==> src/rtl/tdisplay_pkg.sv <==
// Shared types and widths for the temperature display path (controller and tdisplay).
package tdisplay_pkg;
    localparam int TC_W  = 13;
    localparam int BCD_W = 4;
    localparam int NDIG  = 4;
    localparam int IDX_W = $clog2(NDIG);

    typedef enum logic [1:0] {WAIT, REQ, RELEASE} smp_state_t;

    // Active-low one-hot digit enable for a scan position.
    function automatic logic [NDIG-1:0] an_decode(input logic [IDX_W-1:0] idx);
        return ~(NDIG'(1) << idx);
    endfunction
endpackage

==> src/rtl/temp_display_ctrl_if.sv <==
// Four-phase sample handshake between the display controller and the sensor interface.
interface temp_display_ctrl_if;
    import tdisplay_pkg::*;

    logic            smp_req;
    logic            smp_ack;
    logic [TC_W-1:0] smp_data;

    modport master (output smp_req, input smp_ack, input smp_data);
    modport slave  (input smp_req, output smp_ack, output smp_data);
endinterface

==> src/rtl/temp_display_ctrl_btn_debounce.sv <==
// Button conditioning: 2-FF synchronizer, stability counter, one-cycle pulse on accepted press.
module btn_debounce #(
    parameter int DEBOUNCE_CYCLES = 50_000
) (
    input  logic clk,
    input  logic rst,
    input  logic btn,
    output logic rise
);
    localparam int CW = (DEBOUNCE_CYCLES > 1) ? $clog2(DEBOUNCE_CYCLES) : 1;

    logic [1:0]    sync_reg;
    logic          stable_reg;
    logic [CW-1:0] cnt_reg;
    logic          accept;

    // The new level is taken on the same edge the count completes, so the pulse is combinational.
    assign accept = (sync_reg[1] != stable_reg) && (cnt_reg == CW'(DEBOUNCE_CYCLES - 1));
    assign rise   = accept && sync_reg[1];

    always_ff @(posedge clk or posedge rst) begin
        if (rst) begin
            sync_reg   <= 2'b00;
            stable_reg <= 1'b0;
            cnt_reg    <= '0;
        end else begin
            sync_reg <= {sync_reg[0], btn};
            if (sync_reg[1] == stable_reg) begin
                cnt_reg <= '0;
            end else if (accept) begin
                stable_reg <= sync_reg[1];
                cnt_reg    <= '0;
            end else begin
                cnt_reg <= cnt_reg + CW'(1);
            end
        end
    end
endmodule

==> src/rtl/temp_display_ctrl.sv <==
// Temperature display sequencer: periodic sample fetch, C/F toggle, 4-digit scan.
// Optional leading-zero blanking is enabled by defining TDC_LZ_BLANK_EN.
module temp_display_ctrl
    import tdisplay_pkg::*;
#(
    parameter int SAMPLE_PERIOD   = 1_000_000,
    parameter int SCAN_DIV        = 100_000,
    parameter int DEBOUNCE_CYCLES = 50_000
) (
    input  logic                 clk,
    input  logic                 rst,
    input  logic                 unit_btn,
    temp_display_ctrl_if.master  smp,
    output logic [TC_W-1:0]      tc,
    output logic                 c_f,
    input  logic [BCD_W-1:0]     thousands,
    input  logic [BCD_W-1:0]     hundreds,
    input  logic [BCD_W-1:0]     tens,
    input  logic [BCD_W-1:0]     ones,
    input  logic                 sign,
    output logic [NDIG-1:0]      an,
    output logic [BCD_W-1:0]     digit,
    output logic                 digit_blank,
    output logic                 neg
);
    localparam int PW = $clog2(SAMPLE_PERIOD);
    localparam int SW = (SCAN_DIV > 1) ? $clog2(SCAN_DIV) : 1;

    smp_state_t      state_reg, state_next;
    logic [PW-1:0]   smp_cnt_reg, smp_cnt_next;
    logic [TC_W-1:0] tc_reg, tc_next;
    logic            c_f_reg;
    logic            btn_rise;
    logic [SW-1:0]   scan_cnt_reg;
    logic [IDX_W-1:0] idx_reg;

    always_ff @(posedge clk or posedge rst) begin
        if (rst) begin
            state_reg   <= WAIT;
            smp_cnt_reg <= '0;
            tc_reg      <= '0;
        end else begin
            state_reg   <= state_next;
            smp_cnt_reg <= smp_cnt_next;
            tc_reg      <= tc_next;
        end
    end

    always_comb begin
        state_next   = state_reg;
        smp_cnt_next = smp_cnt_reg;
        tc_next      = tc_reg;
        case (state_reg)
            WAIT: begin
                if (smp_cnt_reg == PW'(SAMPLE_PERIOD - 1)) begin
                    state_next   = REQ;
                    smp_cnt_next = '0;
                end else begin
                    smp_cnt_next = smp_cnt_reg + PW'(1);
                end
            end
            REQ: begin
                if (smp.smp_ack) begin
                    tc_next    = smp.smp_data;
                    state_next = RELEASE;
                end
            end
            RELEASE: begin
                if (!smp.smp_ack) state_next = WAIT;
            end
            default: state_next = WAIT;
        endcase
    end

    // Decoded from the state register so reset drops the request without waiting for a clock.
    assign smp.smp_req = (state_reg == REQ);
    assign tc          = tc_reg;

    btn_debounce #(
        .DEBOUNCE_CYCLES(DEBOUNCE_CYCLES)
    ) u_btn (
        .clk  (clk),
        .rst  (rst),
        .btn  (unit_btn),
        .rise (btn_rise)
    );

    always_ff @(posedge clk or posedge rst) begin
        if (rst)           c_f_reg <= 1'b0;
        else if (btn_rise) c_f_reg <= ~c_f_reg;
    end
    assign c_f = c_f_reg;

    always_ff @(posedge clk or posedge rst) begin
        if (rst) begin
            scan_cnt_reg <= '0;
            idx_reg      <= '0;
        end else if (scan_cnt_reg == SW'(SCAN_DIV - 1)) begin
            scan_cnt_reg <= '0;
            idx_reg      <= idx_reg + IDX_W'(1);
        end else begin
            scan_cnt_reg <= scan_cnt_reg + SW'(1);
        end
    end

    logic [BCD_W-1:0] bcd      [NDIG];
    logic             lz_blank [NDIG];

    assign bcd[0] = ones;
    assign bcd[1] = tens;
    assign bcd[2] = hundreds;
    assign bcd[3] = thousands;

    // A position is a leading zero when it and every higher position are zero.
    for (genvar gi = 0; gi < NDIG; gi++) begin : g_lz
        if (gi < 2) begin : g_never
            assign lz_blank[gi] = 1'b0;
        end else if (gi == NDIG - 1) begin : g_top
            assign lz_blank[gi] = (bcd[gi] == '0);
        end else begin : g_mid
            assign lz_blank[gi] = (bcd[gi] == '0) && lz_blank[gi+1];
        end
    end

    assign an    = an_decode(idx_reg);
    assign digit = bcd[idx_reg];
    assign neg   = sign;
`ifdef TDC_LZ_BLANK_EN
    assign digit_blank = lz_blank[idx_reg];
`else
    assign digit_blank = 1'b0;
`endif
endmodule

==> src/flat_wrapper.sv <==
// flat-port wrapper written by rule: the top's interface ports become plain ports
module temp_display_ctrl_flat import tdisplay_pkg::*;
#(
    parameter int SAMPLE_PERIOD   = 1_000_000,
    parameter int SCAN_DIV        = 100_000,
    parameter int DEBOUNCE_CYCLES = 50_000
)
  (clk, rst, unit_btn, tc, c_f, thousands, hundreds, tens, ones, sign, an, digit, digit_blank, neg, smp_smp_req, smp_smp_ack, smp_smp_data);
  temp_display_ctrl_if smp_i ();
  input  logic clk;
  input  logic rst;
  input  logic unit_btn;
  output logic [TC_W-1:0] tc;
  output logic c_f;
  input  logic [BCD_W-1:0] thousands;
  input  logic [BCD_W-1:0] hundreds;
  input  logic [BCD_W-1:0] tens;
  input  logic [BCD_W-1:0] ones;
  input  logic sign;
  output logic [NDIG-1:0] an;
  output logic [BCD_W-1:0] digit;
  output logic digit_blank;
  output logic neg;
  output wire logic [$bits(smp_i.smp_req)-1:0] smp_smp_req;
  input wire logic [$bits(smp_i.smp_ack)-1:0] smp_smp_ack;
  input wire logic [$bits(smp_i.smp_data)-1:0] smp_smp_data;
  assign smp_smp_req = smp_i.smp_req;
  assign smp_i.smp_ack = smp_smp_ack;
  assign smp_i.smp_data = smp_smp_data;
  temp_display_ctrl #(.SAMPLE_PERIOD(SAMPLE_PERIOD), .SCAN_DIV(SCAN_DIV), .DEBOUNCE_CYCLES(DEBOUNCE_CYCLES)) u_core (.clk(clk), .rst(rst), .unit_btn(unit_btn), .smp(smp_i), .tc(tc), .c_f(c_f), .thousands(thousands), .hundreds(hundreds), .tens(tens), .ones(ones), .sign(sign), .an(an), .digit(digit), .digit_blank(digit_blank), .neg(neg));
endmodule
==> config.mk <==
export PLATFORM = sky130hd
export DESIGN_NAME = temp_display_ctrl_flat
export DESIGN_NICKNAME = d
export VERILOG_FILES = /design/src/rtl/tdisplay_pkg.sv /design/src/rtl/temp_display_ctrl_if.sv /design/src/rtl/temp_display_ctrl_btn_debounce.sv /design/src/rtl/temp_display_ctrl.sv /design/src/flat_wrapper.sv
export SDC_FILE = /design/constraint.sdc
export NUM_CORES = 1
export LEC_CHECK = 0
export BUFFER_PORTS_ARGS = -buffer_cell sky130_fd_sc_hd__buf_2
export CAP_MARGIN = 10
export CORE_UTILIZATION = 55
export DETAILED_ROUTE_END_ITERATION = 10
export PLACE_DENSITY = 0.78
export SKIP_CTS_REPAIR_TIMING = 1
export SYNTH_ARGS = -nofsm -noshare
export SYNTH_HDL_FRONTEND = slang
export SYNTH_SLANG_ARGS = --single-unit
==> constraint.sdc <==
create_clock -name clk -period 2.4 [get_ports clk]
set_input_delay 0.24 -clock clk [delete_from_list [all_inputs] [get_ports clk]]
set_output_delay 0.24 -clock clk [all_outputs]
set_load 0.01 [all_outputs]
==> results by group, run 1 <==
Logic synthesis
  • Part of the Yosys area used for sequential elements: 51.5%
  • Total number of yosys warnings: 0
  • Number of cells produced by synthesis: 332
  • Number of distinct standard cells referenced by the synthesized netlist: 45
  • Synth area leader: sky130_fd_sc_hd__dfrtp_1
  • Per-instance average area after synthesis: 10.8 sq um
  • #FFs+latches synth: 74
  • Synth top area cells: sky130_fd_sc_hd__dfrtp_1 (51%), sky130_fd_sc_hd__xnor2_1 (7.5%), sky130_fd_sc_hd__mux2_2 (4.7%), sky130_fd_sc_hd__nor2_1 (4.4%), sky130_fd_sc_hd__xor2_1 (3.2%)
  • Post-synth net total: 373
  • Cell area after synthesis: 0.00360 sq mm
  • Share of Yosys cell area claimed by the top area cell type: 51.5%

Layout
  • Share of final-layout standard cells stronger than drive strength 1: 24.8%
  • Number of flip-flops under the largest register name: 20
  • Synth-to-layout area growth: 16.2%
  • Filler cell count: 499
  • Number of inserted diodes: 0
  • Final core area utilization: 65.9%
  • Final instance count without filler cells: 472
  • Net count reported at finish: 432

Setup path
  • Worst stage delay on the critical path: 550 ps
  • Cell chain of the critical path: ha_1 > nand3_2 > or4_4 > o21ai_4 > nor2_1
  • Worst Path Max Fanout: 15
  • Required time at the endpoint of the critical path: 2620 ps
  • Critical path's top delay family: simple AND/OR/NAND/NOR gates
  • Slowest cell on crit path: sky130_fd_sc_hd__or4_4
  • Crit path kind: flip-flop to flip-flop
  • Data arrival time of the critical path: 2140 ps
  • Kind of start point of the critical path: flip-flop
  • Crit path capture type: flip-flop
  • Crit path buffers/inverters: 0

CTS
  • Clock latency at the later pin of the worst-skew pair: 360 ps
  • Clock tree root buffer cell: sky130_fd_sc_hd__clkbuf_8
  • Max clock buf depth: 2
  • Total clock sinks: 74
  • CTS buffer count: 9
  • H-tree depth reported by CTS: 3
  • Clock transition time at the flip-flop clock pins of the worst setup and hold paths: 80 ps
  • TritonCTS clock tree: yes

Global routing
  • Global-route wire length before repair: 11.2 mm
  • Via count of the first global-routing pass: 2493
  • Pin count of the biggest net entering global routing: 75
  • Congestion Overflow GR: 0
  • Global-route usage over all layers: 20.4%
  • Antenna violations before repair: 0

Timing
  • Peak Freq: 523 MHz
  • Number of hold violations in the final report: 0
  • Final worst path period need: 1910 ps
  • Slew at the pin closest to its max-slew limit: 534 ps
  • Setup repair after global routing missed its margin: false
  • Fin Setup TNS: 0 ps
  • Slew headroom: 64.3%
  • Final cycle utilization of the critical path: 79.7%
  • Final setup vio count: 0
  • Setup skew after layout: 8.83 ps
  • Fin. max-slew vios: 0
  • Smallest hold slack: 109 ps

Floorplan
  • Core box area: 0.00635 sq mm
  • Die outline width: 82.9 microns
  • Starting density of the core: 56.7%
  • Die area: 0.00687 sq mm
  • Boundary pin count: 59
  • Rows: 29
  • Chip Height: 82.9 microns

Detailed routing
  • Iteration-0 DRC count of the detailed router: 180
  • Detailed Route WL: 6.60 mm
  • Drt wl/cell: 14.0 microns
  • DR DRC count: 0
  • Length of the first detailed-routing pass in iterations: 4
  • Via count of the routed design: 2589
  • Post-route antenna net violation count: 0
  • Via count normalized by instance count: 5.49

Pwr
  • LEAKAGE: 1.91 nW
  • IR Drop Worst-Case VDD: 0.000814 V
  • Ratio of total power to cell area: 665 mW/mm^2

Placed design
  • Sum of net half-perimeters after detailed placement: 4.50 mm
  • Port Buf Inserts: 55
  • Final Wtd Congestion: 0.901
  • Number of cells after detailed placement: 455

Run
  • Max-capacitance violation count: 0

Worst hold path
  • Path class of the lowest-slack min-delay path: primary input to flip-flop

Outcome
  • Run status: complete, no violations
==> Yosys cell counts <==
library cell                number
sky130_fd_sc_hd__a21boi_0        1
sky130_fd_sc_hd__a21oi_1         4
sky130_fd_sc_hd__a31oi_1         1
sky130_fd_sc_hd__a41oi_1         1
sky130_fd_sc_hd__and2_1          2
sky130_fd_sc_hd__and3_1          3
sky130_fd_sc_hd__and4_1          3
sky130_fd_sc_hd__buf_2           4
sky130_fd_sc_hd__buf_4           2
sky130_fd_sc_hd__buf_6           1
sky130_fd_sc_hd__clkbuf_1        3
sky130_fd_sc_hd__clkbuf_2        1
sky130_fd_sc_hd__conb_1          1
sky130_fd_sc_hd__dfrtp_1        74
sky130_fd_sc_hd__ha_1            7
sky130_fd_sc_hd__inv_1          16
sky130_fd_sc_hd__mux2_2         15
sky130_fd_sc_hd__mux2i_1         3
sky130_fd_sc_hd__mux4_2          4
sky130_fd_sc_hd__nand2_1        18
sky130_fd_sc_hd__nand2b_1        3
sky130_fd_sc_hd__nand3_1        15
sky130_fd_sc_hd__nand3_2         2
sky130_fd_sc_hd__nand3b_1        1
sky130_fd_sc_hd__nand4_1        15
sky130_fd_sc_hd__nand4bb_1       1
sky130_fd_sc_hd__nor2_1         42
sky130_fd_sc_hd__nor2_2          1
sky130_fd_sc_hd__nor2b_1         1
sky130_fd_sc_hd__nor3_1         12
sky130_fd_sc_hd__nor3b_1         1
sky130_fd_sc_hd__nor4_1         10
sky130_fd_sc_hd__nor4_2          1
sky130_fd_sc_hd__nor4b_1         3
sky130_fd_sc_hd__nor4bb_1        3
sky130_fd_sc_hd__o21ai_0         3
sky130_fd_sc_hd__o21ai_4         1
sky130_fd_sc_hd__o22ai_1         1
sky130_fd_sc_hd__o31ai_1         1
sky130_fd_sc_hd__or2_1           1
sky130_fd_sc_hd__or3_1           4
sky130_fd_sc_hd__or4_1           1
sky130_fd_sc_hd__or4_4           1
sky130_fd_sc_hd__xnor2_1        31
sky130_fd_sc_hd__xor2_1         13
==> area by class of cell <==
| type | instances | area (sq um) | area share (%) |
|---|---|---|---|
| clock inverter | 4 | 75.1 | 1.80 |
| timing repair buffer | 59 | 323 | 7.72 |
| inverter | 16 | 60.1 | 1.44 |
| clock buffer | 11 | 151 | 3.62 |
| sequential | 74 | 1850 | 44.3 |
| multi-input combinational | 231 | 1620 | 38.8 |
| tap | 77 | 96.3 | 2.30 |
==> worst paths after layout <==
| path | start | end | slack (ps) | depth (start not counted) |
|---|---|---|---|---|
| setup / recovery | u_core.u_btn.cnt_reg[0] | u_core.u_btn.cnt_reg[8] | 490 | 5 |
| hold / removal | smp_smp_data[1] | u_core.tc[1] | 110 | 2 |
| setup reg to reg | u_core.u_btn.cnt_reg[0] | u_core.u_btn.cnt_reg[8] | 490 | 5 |
| hold reg to reg | u_core.u_btn.sync_reg[0] | u_core.u_btn.sync_reg[1] | 360 | 0 |
| max in group asynchronous | rst | u_core.smp_cnt_reg[16] | 1590 | 4 |
| min in group asynchronous | rst | u_core.u_btn.cnt_reg[7] | 490 | 4 |
==> logic make-up after synthesis <==
logic type | share of synthesized area [%]
DFF | 51.5
xor gates and xnor gates | 10.7
and+or+nand+nor | 21.4
other | 0.104
buffers and inverters | 3.41
muxes | 8.03
AOI/OAI and AO/OA | 2.43
adders and majority gates | 2.43
==> metrics by stage <==
step	power (mW)	instance area [sq um]	setup WS [ps]
3_3_place_gp	1.69	3940	553
6_report	2.78	4180	488
3_5_place_dp	1.70	3940	496
2_1_floorplan	1.61	3600	278
4_1_cts	2.80	4160	481
5_1_grt	2.89	4180	360
==> placed cells by master, fill, tap and decap left out, types with 7 or more instances in the layout <==
cell type	synthesis	final
sky130_fd_sc_hd__buf_2	4	55
sky130_fd_sc_hd__nor4_1	10	10
sky130_fd_sc_hd__xnor2_1	31	31
sky130_fd_sc_hd__nand3_1	15	15
sky130_fd_sc_hd__clkbuf_8	0	11
sky130_fd_sc_hd__inv_1	16	15
sky130_fd_sc_hd__dfrtp_1	74	74
sky130_fd_sc_hd__nand2_1	18	18
sky130_fd_sc_hd__mux2_2	15	15
sky130_fd_sc_hd__xor2_1	13	13
sky130_fd_sc_hd__ha_1	7	7
sky130_fd_sc_hd__nor2_1	42	42
sky130_fd_sc_hd__nor3_1	12	12
sky130_fd_sc_hd__nand4_1	15	15
==> report_power, final <==
part           internal (mW)  switching (mW)  total (mW)
clock                  0.636           0.468        1.10
sequential              1.33          0.0868        1.41
combinational          0.130           0.133       0.263
==> routing by layer <==
metal / up-vias / routed length [microns] / GRT usage [%]
met3: 11 / 341 / 5.27
met2: 75 / 3230 / 33.9
li1: 1265 / - / -
met1: 1238 / 2910 / 25.7
met5: - / 0 / 0
met4: 0 / 115 / 7.99
No activity file was read; power rests on OpenSTA's default activity.
==> run 2: changes to the inputs <==
--- a/config.mk
+++ b/config.mk
@@ -5,11 +5,12 @@
 export SDC_FILE = /design/constraint.sdc
 export NUM_CORES = 1
 export LEC_CHECK = 0
+export ABC_AREA = 1
 export BUFFER_PORTS_ARGS = -buffer_cell sky130_fd_sc_hd__buf_2
 export CAP_MARGIN = 10
-export CORE_UTILIZATION = 55
+export CORE_UTILIZATION = 52
 export DETAILED_ROUTE_END_ITERATION = 10
-export PLACE_DENSITY = 0.78
+export PLACE_DENSITY = 0.76
 export SKIP_CTS_REPAIR_TIMING = 1
 export SYNTH_ARGS = -nofsm -noshare
 export SYNTH_HDL_FRONTEND = slang
==> constraint.sdc (replaced) <==
create_clock -name clk -period 1.6 [get_ports clk]
set_input_delay 0.16 -clock clk [delete_from_list [all_inputs] [get_ports clk]]
set_output_delay 0.16 -clock clk [all_outputs]
set_load 0.01 [all_outputs]
==> run 2 against run 1 <==
Cell area rose by 15%. Critical path depth fell by 1. Highest routed layer unchanged. Final cell count rose by 43%. Largest cell class is now multi-input combinational cells. Largest power group unchanged.
==> results by group, run 2 <==
Timing
  • Setup repair after global routing missed its margin: true (was false)
  • Final worst path period need: 1490 ps
  • Final setup vio count: 0 (unchanged)
  • Number of hold violations in the final report: 0 (unchanged)
  • Final cycle utilization of the critical path: 93.4%
  • Setup skew after layout: 7.29 ps (was 8.83 ps)
  • Fin. max-slew vios: 0 (unchanged)
  • Peak Freq: 669 MHz

Setup path
  • Slowest cell on crit path: sky130_fd_sc_hd__dfrtp_2 (was sky130_fd_sc_hd__or4_4)
  • Reg-to-reg critical path endpoint: u_core.scan_cnt_reg[12] (was u_core.u_btn.cnt_reg[8])
  • Worst Path Max Fanout: 6 (was 15)
  • Cell count of the worst reg-to-reg path: 9 (was 5)
  • Crit path capture type: primary output (was flip-flop)
  • Data arrival time of the critical path: 1330 ps (was 2140 ps)
  • Worst stage delay on the critical path: 440 ps (was 550 ps)
  • Crit path buffers/inverters: 3 (was 0)
  • Crit path kind: flip-flop to primary output (was flip-flop to flip-flop)
  • Required time at the endpoint of the critical path: 1440 ps (was 2620 ps)
  • Kind of start point of the critical path: flip-flop (unchanged)
  • Flop2flop setup slack: 130 ps (was 490 ps)
  • Cell chain of the critical path: clkinvlp_4 > ha_1 > inv_1 > buf_2 (was ha_1 > nand3_2 > or4_4 > o21ai_4 > nor2_1)
  • Worst reg2reg startpoint: u_core.scan_cnt_reg[0] (was u_core.u_btn.cnt_reg[0])
  • Critical path's top delay family: flip-flops (was simple AND/OR/NAND/NOR gates)

Detailed routing
  • Top sig layer: met4 (unchanged)
  • Drt wl/cell: 12.1 microns (was 14.0 microns)
  • Via count of the routed design: 3448 (was 2589)
  • DR DRC count: 0 (unchanged)
  • Via count normalized by instance count: 5.10 (was 5.49)
  • Met2 WL: 4.11 mm (was 3.23 mm)
  • Routed wire length on met3: 309 microns (was 341 microns)
  • Met1 layer wirelength in the final routing: 3.65 mm (was 2.91 mm)
  • Post-route antenna net violation count: 0 (unchanged)
  • Detailed Route WL: 8.17 mm (was 6.60 mm)
  • Iteration-0 DRC count of the detailed router: 170 (was 180)
  • Length of the first detailed-routing pass in iterations: 4 (unchanged)

Logic synthesis
  • Total number of yosys warnings: 0 (unchanged)
  • Per-instance average area after synthesis: 8.13 sq um (was 10.8 sq um)
  • Number of cells produced by synthesis: 501 (was 332)
  • Part of the Yosys area used for sequential elements: 45.5% (was 51.5%)
  • Cell area after synthesis: 0.00407 sq mm (was 0.00360 sq mm)
  • #FFs+latches synth: 74 (unchanged)
  • Proportion of synthesized flip-flops having asynchronous set or reset: 100% (unchanged)
  • Post-synth EDFFs: 0 (unchanged)
  • Synth top area cells: sky130_fd_sc_hd__dfrtp_1 (45%), sky130_fd_sc_hd__nand2_1 (8.6%), sky130_fd_sc_hd__inv_1 (6.8%), sky130_fd_sc_hd__nor2_1 (6.4%), sky130_fd_sc_hd__nand3_1 (3.9%) (was sky130_fd_sc_hd__dfrtp_1 (51%), sky130_fd_sc_hd__xnor2_1 (7.5%), sky130_fd_sc_hd__mux2_2 (4.7%), sky130_fd_sc_hd__nor2_1 (4.4%), sky130_fd_sc_hd__xor2_1 (3.2%))
  • Post-synth net total: 542 (was 373)
  • Most frequent cells after synthesis: sky130_fd_sc_hd__nand2_1 (93), sky130_fd_sc_hd__dfrtp_1 (74), sky130_fd_sc_hd__inv_1 (74) (was sky130_fd_sc_hd__dfrtp_1 (74), sky130_fd_sc_hd__nor2_1 (42), sky130_fd_sc_hd__xnor2_1 (31))
  • Primary flip-flop cell chosen by synthesis mapping: sky130_fd_sc_hd__dfrtp_1 (unchanged)
  • Number of distinct standard cells referenced by the synthesized netlist: 34 (was 45)
  • Share of Yosys cell area claimed by the top area cell type: 45.5% (was 51.5%)
  • Most repeated cell in the gate-level netlist after synthesis: sky130_fd_sc_hd__nand2_1 (was sky130_fd_sc_hd__dfrtp_1)
  • Synth area leader: sky130_fd_sc_hd__dfrtp_1 (unchanged)

Floorplan
  • Starting density of the core: 55.0% (was 56.7%)
  • Chip Height: 90.5 microns (was 82.9 microns)
  • Rows: 31 (was 29)
  • Die area: 0.00819 sq mm (was 0.00687 sq mm)
  • Core box area: 0.00741 sq mm (was 0.00635 sq mm)
  • Boundary pin count: 59 (unchanged)
  • Die outline width: 90.5 microns (was 82.9 microns)

Pwr
  • Ratio of total power to cell area: 865 mW/mm^2 (was 665 mW/mm^2)
  • LEAKAGE: 2.40 nW (was 1.91 nW)
  • IR Drop Worst-Case VDD: 0.000614 V (was 0.000814 V)

CTS
  • Total clock sinks: 74 (unchanged)
  • H-tree depth reported by CTS: 3 (unchanged)
  • Clock tree root buffer cell: sky130_fd_sc_hd__clkbuf_8 (unchanged)
  • CTS buffer count: 9 (unchanged)
  • Clock latency at the later pin of the worst-skew pair: 350 ps (was 360 ps)
  • Max clock buf depth: 2 (unchanged)
  • TritonCTS clock tree: yes (unchanged)
  • Clock transition time at the flip-flop clock pins of the worst setup and hold paths: 70 ps (was 80 ps)

Placed design
  • Port Buf Inserts: 55 (unchanged)
  • Final Wtd Congestion: 0.918 (was 0.901)
  • Number of cells after detailed placement: 654 (was 455)
  • Sum of net half-perimeters after detailed placement: 5.97 mm (was 4.50 mm)

Layout
  • Most frequent cells in the layout: sky130_fd_sc_hd__nand2_1 (93), sky130_fd_sc_hd__dfrtp_1 (73), sky130_fd_sc_hd__inv_1 (72) (was sky130_fd_sc_hd__dfrtp_1 (74), sky130_fd_sc_hd__buf_2 (55), sky130_fd_sc_hd__nor2_1 (42))
  • Filler cell count: 638 (was 499)
  • Final instance count without filler cells: 676 (was 472)
  • Share of final-layout standard cells stronger than drive strength 1: 24.1% (was 24.8%)
  • Final core area utilization: 64.7% (was 65.9%)
  • Number of inserted diodes: 0 (unchanged)
  • Number of flip-flops under the largest register name: 20 (unchanged)
  • Synth-to-layout area growth: 17.7% (was 16.2%)
  • Most common cell after layout, fill and taps aside: sky130_fd_sc_hd__nand2_1 (was sky130_fd_sc_hd__dfrtp_1)
  • Net count reported at finish: 613 (was 432)

Outcome
  • Run status: complete, no violations (unchanged)

Worst hold path
  • Hold Path End: u_core.state_reg[0] (was u_core.tc[1])
  • Cell depth of the worst min-delay path: 2 (unchanged)
  • Path class of the lowest-slack min-delay path: primary input to flip-flop (unchanged)
  • Startpoint of the tightest hold check path: smp_smp_ack (was smp_smp_data[1])

Global routing
  • Global-route wire length before repair: 14.1 mm (was 11.2 mm)
  • Antenna violations before repair: 0 (unchanged)
  • Congestion Overflow GR: 0 (unchanged)
  • Pin count of the biggest net entering global routing: 37 (was 75)
  • Via count of the first global-routing pass: 3229 (was 2493)
  • Global-route usage over all layers: 21.3% (was 20.4%)

Run
  • Max-capacitance violation count: 0 (unchanged)
run 2: kinds of logic (layout without fill, tap and decap cells):
logic type / count (synthesis) / count (layout) / share of synthesized area (%)
adder cells (fa/ha/maj): 7 / 7 / 2.15
buffers and inverters: 87 / 163 / 8.63
flip-flops: 74 / 74 / 45.5
AO/OA/AOI/OAI: 35 / 35 / 4.67
other: 1 / 1 / 0.0920
AND/OR/NAND/NOR: 262 / 262 / 30.7
XOR/XNOR: 22 / 22 / 4.73
multiplexers: 13 / 13 / 3.59
run 2: worst max path at each step:
stage	start	to	slack, ps	cells after the start
global route	u_core.idx_reg[0]	digit[1]	-40	4
global placement	u_core.scan_cnt_reg[13]	u_core.idx_reg[0]	80	3
floorplan	u_core.scan_cnt_reg[0]	u_core.idx_reg[0]	300	5
detailed placement	u_core.scan_cnt_reg[13]	u_core.idx_reg[0]	90	3
finish	u_core.idx_reg[0]	an[0]	110	4
CTS	u_core.idx_reg[0]	digit[3]	-20	4
run 2: where the power goes:
group,leakage [nW],internal (mW),switching (mW)
sequential,0.978,2.00,0.117
combinational,1.32,0.245,0.298
clock,0.0986,0.803,0.683
total,2.40,3.05,1.10
run 2: cell type report:
cell class | count | area (sq um) | share of cell area [%]
timing repair inverter | 1 | 7.51 | 0.157
inverter | 80 | 308 | 6.42
clock inverter | 4 | 50.0 | 1.04
clock buffer | 12 | 155 | 3.24
multi-input combinational | 340 | 1910 | 39.8
tap | 99 | 124 | 2.58
timing repair buffer | 66 | 389 | 8.11
sequential | 74 | 1850 | 38.6
run 2: worst reg2reg max path, cell delays in order, from the launching register on:
cell	delay, ps
sky130_fd_sc_hd__dfrtp_1	370
sky130_fd_sc_hd__ha_1	230
sky130_fd_sc_hd__nand2_2	120
sky130_fd_sc_hd__nor2_4	120
sky130_fd_sc_hd__nand2_2	90
sky130_fd_sc_hd__nor2_2	160
sky130_fd_sc_hd__nand2_1	90
sky130_fd_sc_hd__o21ai_1	120
sky130_fd_sc_hd__nand3_1	70
sky130_fd_sc_hd__inv_1	50
run 2: routing by layer:
layer	GRT usage [%]	up-vias
li1	-	1735
met1	27.1	1621
met2	36.0	82
met3	5.05	10
met4	5.91	0
met5	0	-
run 2: metrics by stage:
| stage | setup slack (ps) | hold WS (ps) | TNS (ps) | total power, mW | area (sq um) |
|---|---|---|---|---|---|
| 2_1_floorplan | 296 | 191 | 0 | 2.50 | 4080 |
| 3_3_place_gp | 81.8 | 194 | 0 | 2.65 | 4500 |
| 3_5_place_dp | 92.1 | 197 | 0 | 2.67 | 4500 |
| 4_1_cts | -15.8 | -179 | -15.8 | 4.17 | 4700 |
| 5_1_grt | -36.3 | 15.6 | -103 | 4.41 | 4800 |
| 6_report | 105 | 33.0 | 0 | 4.15 | 4800 |
